[config.mk]
export PLATFORM = sky130hd
export DESIGN_NAME = game_flow_ctrl
export DESIGN_NICKNAME = d
export VERILOG_FILES = /design/src/rtl/game_flow_ctrl.sv
export SDC_FILE = /design/constraint.sdc
export NUM_CORES = 1
export LEC_CHECK = 0
export ABC_AREA = 1
export CORE_MARGIN = 4
export CORE_UTILIZATION = 45
export CTS_CLUSTER_DIAMETER = 200
export DETAILED_ROUTE_END_ITERATION = 16
export GPL_TIMING_DRIVEN = 0
export PLACE_DENSITY = 0.78
export SYNTH_ARGS = -nofsm -noshare
export SYNTH_HDL_FRONTEND = slang
export SYNTH_SLANG_ARGS = --single-unit
[constraint.sdc]
create_clock -name clk -period 1.5 [get_ports clk]
set_clock_uncertainty 0.05 [all_clocks]
set_input_delay 0.15 -clock clk [delete_from_list [all_inputs] [get_ports clk]]
set_output_delay 0.15 -clock clk [all_outputs]
set_load 0.02 [all_outputs]
[src/rtl/game_flow_ctrl.sv]
`default_nettype none
// ============================================================================
//  Module   : game_flow_ctrl (with package states)
//  Purpose  : Gomoku top-level sequencer: avatar selection, turn arbitration,
//             win-checker handshake, winner/draw declaration and rematch.
//             Optional turn timer enabled by defining TURN_TIMER_EN.
//  Revision : 1.0 - initial release
// ============================================================================

package states;
  typedef logic [1:0] state_t;
  localparam state_t S_SELECT_P1 = 2'd0;
  localparam state_t S_SELECT_P2 = 2'd1;
  localparam state_t S_PLAY      = 2'd2;
  localparam state_t S_WIN       = 2'd3;
endpackage

module game_flow_ctrl
  import states::*;
#(
  parameter int BOARD_CELLS = 225,
  parameter int AVATAR_W    = 3,
  parameter int TURN_TICKS  = 30,
  localparam int CNT_W      = $clog2(BOARD_CELLS + 1),
  localparam int TMR_W      = $clog2(TURN_TICKS + 1)
) (
  input  logic                clk,
  input  logic                rst,
  input  logic                tick_1hz,
  input  logic                confirm,
  input  logic                restart,
  input  logic [AVATAR_W-1:0] avatar_sel,
  input  logic                move_req,
  input  logic                move_legal,
  input  logic                win_valid,
  input  logic                win_found,
  output state_t              state,
  output logic [AVATAR_W-1:0] p1_avatar,
  output logic [AVATAR_W-1:0] p2_avatar,
  output logic                cur_player,
  output logic                place_en,
  output logic                check_start,
  output logic                board_clear,
  output logic [1:0]          winner,
  output logic [CNT_W-1:0]    move_count,
  output logic [TMR_W-1:0]    turn_timer
);

  localparam logic [CNT_W-1:0] c_cells = CNT_W'(BOARD_CELLS);

  state_t              r_state;
  logic [AVATAR_W-1:0] r_p1_avatar;
  logic [AVATAR_W-1:0] r_p2_avatar;
  logic                r_cur_player;
  logic                r_place_en;
  logic                r_check_start;
  logic                r_board_clear;
  logic [1:0]          r_winner;
  logic [CNT_W-1:0]    r_move_count;
  logic                r_busy;

  logic w_idle_play;
  logic w_move_ok;
  logic w_result;
  logic w_timeout;

  assign w_idle_play = (r_state == S_PLAY) && !r_busy;
  assign w_move_ok   = w_idle_play && move_req && move_legal;
  // Busy means a stone is placed and its win-check result is outstanding.
  assign w_result    = (r_state == S_PLAY) && r_busy && win_valid;

  always_ff @(posedge clk) begin
    r_place_en    <= 1'b0;
    r_check_start <= 1'b0;
    r_board_clear <= 1'b0;
    if (rst) begin
      r_state      <= S_SELECT_P1;
      r_p1_avatar  <= '0;
      r_p2_avatar  <= '0;
      r_cur_player <= 1'b0;
      r_winner     <= 2'd0;
      r_move_count <= '0;
      r_busy       <= 1'b0;
    end else if (restart) begin
      r_state       <= S_SELECT_P1;
      r_p1_avatar   <= '0;
      r_p2_avatar   <= '0;
      r_cur_player  <= 1'b0;
      r_winner      <= 2'd0;
      r_move_count  <= '0;
      r_busy        <= 1'b0;
      r_board_clear <= 1'b1;
    end else begin
      case (r_state)
        S_SELECT_P1: begin
          if (confirm) begin
            r_p1_avatar <= avatar_sel;
            r_state     <= S_SELECT_P2;
          end
        end
        S_SELECT_P2: begin
          if (confirm && (avatar_sel != r_p1_avatar)) begin
            r_p2_avatar   <= avatar_sel;
            r_state       <= S_PLAY;
            r_board_clear <= 1'b1;
            r_cur_player  <= 1'b0;
            r_move_count  <= '0;
            r_winner      <= 2'd0;
            r_busy        <= 1'b0;
          end
        end
        S_PLAY: begin
          if (w_move_ok) begin
            r_place_en    <= 1'b1;
            r_check_start <= 1'b1;
            r_busy        <= 1'b1;
            if (r_move_count < c_cells) begin
              r_move_count <= r_move_count + CNT_W'(1);
            end
          end else if (w_result) begin
            r_busy <= 1'b0;
            if (win_found) begin
              r_state  <= S_WIN;
              r_winner <= {1'b0, r_cur_player} + 2'd1;
            end else if (r_move_count == c_cells) begin
              r_state  <= S_WIN;
              r_winner <= 2'd3;
            end else begin
              r_cur_player <= ~r_cur_player;
            end
          end else if (w_timeout) begin
            r_cur_player <= ~r_cur_player;
          end
        end
        S_WIN: begin
          if (confirm) begin
            r_state       <= S_PLAY;
            r_board_clear <= 1'b1;
            r_move_count  <= '0;
            r_winner      <= 2'd0;
            r_busy        <= 1'b0;
            // Loser opens the rematch; a draw (3) or P2 win hands it to P1.
            r_cur_player  <= (r_winner == 2'd1);
          end
        end
        default: r_state <= S_SELECT_P1;
      endcase
    end
  end

`ifdef TURN_TIMER_EN
  localparam logic [TMR_W-1:0] c_tmr_full = TMR_W'(TURN_TICKS);

  logic [TMR_W-1:0] r_turn_timer;
  logic             w_play_entry;
  logic             w_turn_change;
  logic             w_tick_dec;

  assign w_play_entry  = ((r_state == S_SELECT_P2) && confirm && (avatar_sel != r_p1_avatar))
                       || ((r_state == S_WIN) && confirm);
  assign w_turn_change = w_result && !win_found && (r_move_count != c_cells);
  // A legal move in the same cycle as a tick takes precedence over the tick.
  assign w_tick_dec    = w_idle_play && tick_1hz && !w_move_ok;
  assign w_timeout     = w_tick_dec && (r_turn_timer == TMR_W'(1));

  // Reaching zero forfeits the turn; the reload happens on the following cycle.
  always_ff @(posedge clk) begin
    if (rst || restart || w_play_entry || w_turn_change || (r_turn_timer == '0)) begin
      r_turn_timer <= c_tmr_full;
    end else if (w_tick_dec) begin
      r_turn_timer <= r_turn_timer - TMR_W'(1);
    end
  end

  assign turn_timer = r_turn_timer;
`else
  logic w_unused;

  assign w_timeout  = 1'b0;
  assign turn_timer = '0;
  assign w_unused   = &{1'b0, tick_1hz};
`endif

  assign state       = r_state;
  assign p1_avatar   = r_p1_avatar;
  assign p2_avatar   = r_p2_avatar;
  assign cur_player  = r_cur_player;
  assign place_en    = r_place_en;
  assign check_start = r_check_start;
  assign board_clear = r_board_clear;
  assign winner      = r_winner;
  assign move_count  = r_move_count;

endmodule

`default_nettype wire

==> impl_metrics.yaml <==
sta:
  rsz0062_at_grt: "true"
  min_period_ns: 1.58
  drv_slew: 0
  period_share_pct: 106
  hold_viol_final: 0
  setup_violations: 8
  worst_slack_ns: -0.0833
  fmax_ghz: 0.632
critical_path:
  crit_arrival_ns: 1.78
  worstSetupStartpointType: "flop"
  end_kind: "flop"
  rr_worst_depth: 11
  required_ns: 1.70
  rr_endpoint: "move_count[2]"
  r2r_slack_ns: -0.08
  worstSetupPathType: "reg -> reg"
  rr_startpoint: "move_count[0]"
  cp_max_fo: 7
detailed_routing:
  routedWlPerCell_um: 12.1
  drt-pass1-iter-count: 4
  vias_per_cell: 5.08
  drc: 0
  vias: 1335
  ant_nets: 0
  drt_iter0_drc: 28
  wl_mm: 3.18
floorplanning:
  fp.dieW_um: 60.1
  initial_utilization_pct: 48.1
  die_h_um: 60.1
  rows: 18
  die_area_um2: 3620
  ios: 39
  core_area_um2: 2540
synth:
  seq_area_frac_synth_pct: 36.0
  synthArstFlopShare_pct: 0
  synth_edf_count: 0
  synthesis.area_um2: 1220
  yosys_warnings: 0
  syn_inst: 187
  syn_area_per_cell_um2: 6.54
  ys.flop_type: "dfxtp_1"
  synth_cell_type_count: 26
  ys_ff_latch: 22
cells_and_area:
  final_cells: 263
  final.fill_count: 228
  finalInstanceArea_um2: 1770
  final_cell_mix: "35 x nor2_1, 32 x nand2_1, 21 x inv_1, 16 x dlygate4sd2_1, 14 x dfxtp_1"
  antenna_cells: 0
  utilization_pct: 69.7
  layout-drive-gt1-share_pct: 22.7
  final_common_cell: "nor2_1"
  nNetsFinal: 249
  syn2layout_area_growth_pct: 45.0
cts:
  ctsHoldBuffers: 0
  clkLatencyLatePin_ns: 0.31
  cts_tree: "done"
  cts_root_buffer: "clkbuf_4"
  cts_buffers: 3
  clkTransAtPathRegs_ns: 0.13
  clockBufferDepth: 2
  cts_max_level: 1
  cts_num_sinks: 22
worst_hold_path:
  min_path_type: "in -> reg"
  hold_depth: 3
  hold_end: "p2_avatar[1]"
  min_from: "confirm"
placed_design:
  gp_congestion: 0.799
  numPortBuffers: 32
  dpl.cell_count: 253
  place_area_um2: 1600
  dp_slack_ns: -0.276
  dpl.hpwl_mm: 2.19
outcome:
  outcome: "complete, but fails checks"
  violations: "negative setup slack"
power:
  powerDensity_nw_per_um2: 685
  vdd_drop_max_mv: 0.566
  leakagePower_nw: 0.889
global_route:
  grt_max_degree: 13
  grt_pass1_vias: 1204
  use_met3_pct: 3.02
  use_met2_pct: 30.6
  use_met1_pct: 20.8
  overflow: 0
  antenna_found_initial: 0
  grt_busiest_layer: "met2"
  grt_pass1_wl_mm: 4.93
  track_usage_pct: 17.7
flow_run:
  drv_cap: 0
-- kinds of logic after synthesis --
kind of cell / Yosys count / share of synthesized area [%]
other cells: 1 / 0.306
fa+ha+maj: 3 / 3.07
simple gates: 90 / 30.5
flops: 22 / 36.0
compound gates: 31 / 13.7
buf+inv: 36 / 13.6
xor+xnor: 4 / 2.86
-- synthesized netlist by cell type, types with 2 or more instances --
master	n	area [um2]
ha_1	3	37.5
xnor2_1	4	35.0
dfxtp_1	22	440
o21ai_0	13	65.1
buf_4	6	45.0
nand2_1	34	128
a21oi_1	13	65.1
nand4_1	2	12.5
inv_1	26	97.6
nor2_1	39	146
nand3_1	10	50.1
-- worst max-delay path, cell delays in order, from the launching register on --
cell and delay [ns]:
dfxtp_4 0.40, inv_4 0.05, ha_2 0.17, nand3_2 0.06, nand2_1 0.07, nand3b_1 0.10
nand2_2 0.12, nand3_4 0.12, buf_6 0.16, nand2_1 0.06, nand2_1 0.05, nor2_1 0.11
-- final cells by class --
class	count	area [um2]	area share (%)
Multi-Input combinational cell	133	706	39.8
Tap cell	30	37.5	2.12
Timing Repair Buffer	38	362	20.4
Inverter	27	109	6.14
Sequential cell	22	458	25.8
Clock buffer	4	36.3	2.05
Buffer	9	66.3	3.74
-- power by group --
group	internal (W)	switching [W]	total, W
Combinational	0.000115	0.000143	0.000258
Sequential	0.000598	0.0000172	0.000615
Clock	0.000148	0.000194	0.000343
Total	0.000861	0.000354	0.00122
-- metal layers --
metal	vias to the layer above	part of all wire [%]
li1	672	-
met1	610	42
met2	49	51
met3	4	6.5
met4	0	1.4
met5	-	0
-- sequential cells by signal, indices dropped and copies added (netlist names) --
signal and flops:
winner 2, r_busy 1, p1_avatar 3, p2_avatar 3, move_count 8, cur_player 1, state 2, board_clear 1
check_start 1
-- how the worst max path moves through the flow --
stage / to / start / cells past startpoint / slack, ns
after floorplan: move_count[3] / state[1] / 8 / 0.01
after global placement: winner[1] / confirm / 10 / -0.25
final: move_count[2] / move_count[0] / 11 / -0.08
after detailed placement: winner[0] / confirm / 10 / -0.28
after CTS: move_count[7] / move_count[0] / 10 / 0.004
after global routing: move_count[2] / move_count[0] / 11 / -0.15
-- through the flow --
step	total power, W	setup TNS, ns	hold WS (ns)
3_3_place_gp	0.000856	-2.86	0.383
4_1_cts	0.00120	0	0.404
6_report	0.00122	-0.277	0.279
3_5_place_dp	0.000860	-3.16	0.385
5_1_grt	0.00128	-1.15	0.310
2_1_floorplan	0.000773	0	0.235
-- timing repair --
item / 4_1_cts / 5_1_grt
setup endpoints to repair: 22 / 17
gates resized for setup: 23 / 40
gates cloned: 1 / 0
setup buffers: 0 / 5
pin swaps: 0 / 13
Power figures use the tool's default switching activity.
==> RTL edit, RTL diff (same flow settings) <==
`BOARD_CELLS`: 225 -> 450.
--- a/src/rtl/game_flow_ctrl.sv
+++ b/src/rtl/game_flow_ctrl.sv
@@ -18,7 +18,7 @@
 module game_flow_ctrl
   import states::*;
 #(
-  parameter int BOARD_CELLS = 225,
+  parameter int BOARD_CELLS = 450,
   parameter int AVATAR_W    = 3,
   parameter int TURN_TICKS  = 30,
   localparam int CNT_W      = $clog2(BOARD_CELLS + 1),
Interface: changed (resized move_count); port bits go from 39 to 40. The function was not compared with the original's and may differ.
==> RTL edit against the original RTL <==
Setup slack better by 0.12 ns. Area after synthesis is 11% higher. Final area is 4.7% higher. Count of clock-buffer cells in the layout is 1 lower. Sequential cell count is 1 higher. Utilization is 4.1 points lower. Power is 7.8% lower. Wire length is 1.4% lower. Critical path depth is 10 lower. Critical path type is now register to primary output. Critical endpoint is now board_clear. Highest routed layer unchanged.
==> RTL edit: results (changes against the original RTL) <==
post-DP HPWL=2.32 mm (was 2.19 mm); TritonCTS buffer count=3 (unchanged); clk buf depth=2 (unchanged); reg2reg end=winner[0] (was move_count[2]); global placer's final weighted congestion=0.842 (was 0.799); max FFs per register=9 (was 8); vias in the first global route=1230 (was 1204); Leak Pwr=0.000913 uW (was 0.000889 uW); Worst-Skew Late Latency=0.33 ns (was 0.31 ns); CP peak stage delay=0.60 ns (was 0.40 ns); sequential area share after synthesis=33.9% (was 36.0%); DP Cell Count=276 (was 253); DP Area=1740 sq um (was 1600 sq um); largest net degree at the start of global routing=15 (was 13); cells on worst reg2reg path=10 (was 11); worst slew pin tran=0.503 ns; nets@finish=269 (was 249); CTS H-Tree Depth=1 (unchanged); pwr dens=603 nW/um^2 (was 685 nW/um^2); Hold EP=board_clear (was p2_avatar[1]); Synth cell types=29 (was 26); hold wc startpoint=rst (was confirm); DR WL/cell=11.0 um (was 12.1 um); largest delay contributor family on the critical path=buffers and inverters (was simple AND/OR/NAND/NOR gates); Synth Instances=208 (was 187); GRT Overall Usage=16.0% (was 17.7%); asr flop ratio synth=0% (unchanged); # fillers=277 (was 228); Buffers on Ports=33 (was 32); via count=1400 (was 1335); via/cell ratio=4.91 (was 5.08); largest cells by area after synthesis=dfxtp_1 34%, nand2_1 14%, nor2_1 9.1% (was dfxtp_1 36%, nor2_1 12%, nand2_1 10%); hold slack=0.313 ns (was 0.279 ns); clock transition at the registers of the reported paths=0.14 ns; R2R Setup Slk=0.05 ns (was -0.08 ns); layout cells sized above 1=18.9% (was 22.7%); first-pass GRT wire length=5.26 mm (was 4.93 mm); Hold Crit Class=primary input to register (unchanged); Peak VDD IR=0.403 mV (was 0.566 mV); diodes inserted=0 (unchanged); commonest cells in the netlist=49 x nand2_1, 33 x nor2_1, 27 x inv_1, 23 x dfxtp_1, 14 x a21oi_1 (was 39 x nor2_1, 34 x nand2_1, 26 x inv_1, 22 x dfxtp_1); Reg2Reg Launch Point=move_count[0] (unchanged); Crit Path Max Fanout=1 (was 7); Slew Viols, Final=0 (unchanged); DR iter-0 viols=41 (was 28); outcome=finished, final reports clean (was finished, violations left); Placement Setup Slack=-0.224 ns (was -0.276 ns); Slowest-stage cell, CP=clkdlybuf4s50_1 (was dfxtp_4); Synthesis Warnings=0 (unchanged); hold path cells=2 (was 3)
-- RTL edit: cell types whose count changed after synthesis, moves of 2 or more --
cell | before | now
nor2_1 | 39 | 33
nor2_4 | 0 | 2
nand2_1 | 34 | 49
xnor2_1 | 4 | 1
nor3_1 | 0 | 5
nand4_1 | 2 | 6
-- RTL edit: power by group --
group | internal [uW] | switching, uW
Combinational | 77.1 | 105
Sequential | 617 | 9.93
Clock | 102 | 210
Total | 796 | 324
-- RTL edit: cell type report --
cell class,count,share of cell area (%)
plain buffers,9,3.44
clock buffers,3,1.21
repair buffers,38,19.2
well taps,31,2.09
clock inverters,1,0.404
inverters,30,6.20
flip-flops and latches,23,25.7
multi-input cells,150,41.7
-- RTL edit: worst max path at each step --
stage,from,endpoint,slack (ns),cells past startpoint
floorplan,state[1],move_count[0],0.0003,9
global placement,avatar_sel[1],move_count[5],-0.21,8
detailed placement,avatar_sel[1],move_count[5],-0.22,8
CTS,check_start,check_start,0.0005,1
global route,r_busy,winner[0],-0.12,6
finish,board_clear,board_clear,0.04,1
-- RTL edit: cells by family after synthesis --
| logic type | Yosys count | synth area share [%] |
|---|---|---|
| xor gates and xnor gates | 2 | 1.29 |
| other | 1 | 0.276 |
| AOI/OAI and AO/OA | 28 | 10.9 |
| buffers and inverters | 39 | 13.0 |
| adders and majority gates | 2 | 1.84 |
| DFF | 23 | 33.9 |
| and+or+nand+nor | 113 | 38.7 |
-- RTL edit: what timing repair did --
action                                  CTS  global route
gates cloned                              0             0
pin swaps                                 0             8
endpoints found under the setup margin   26            20
resized for setup                        20            29
setup buffers                             0             5
-- RTL edit: routing by layer --
metal | GRT usage [%] | wire, um
met1 | 21.1 | 1480
met2 | 26.4 | 1490
met3 | 2.34 | 116
met4 | 5.79 | 44
met5 | 0 | 0
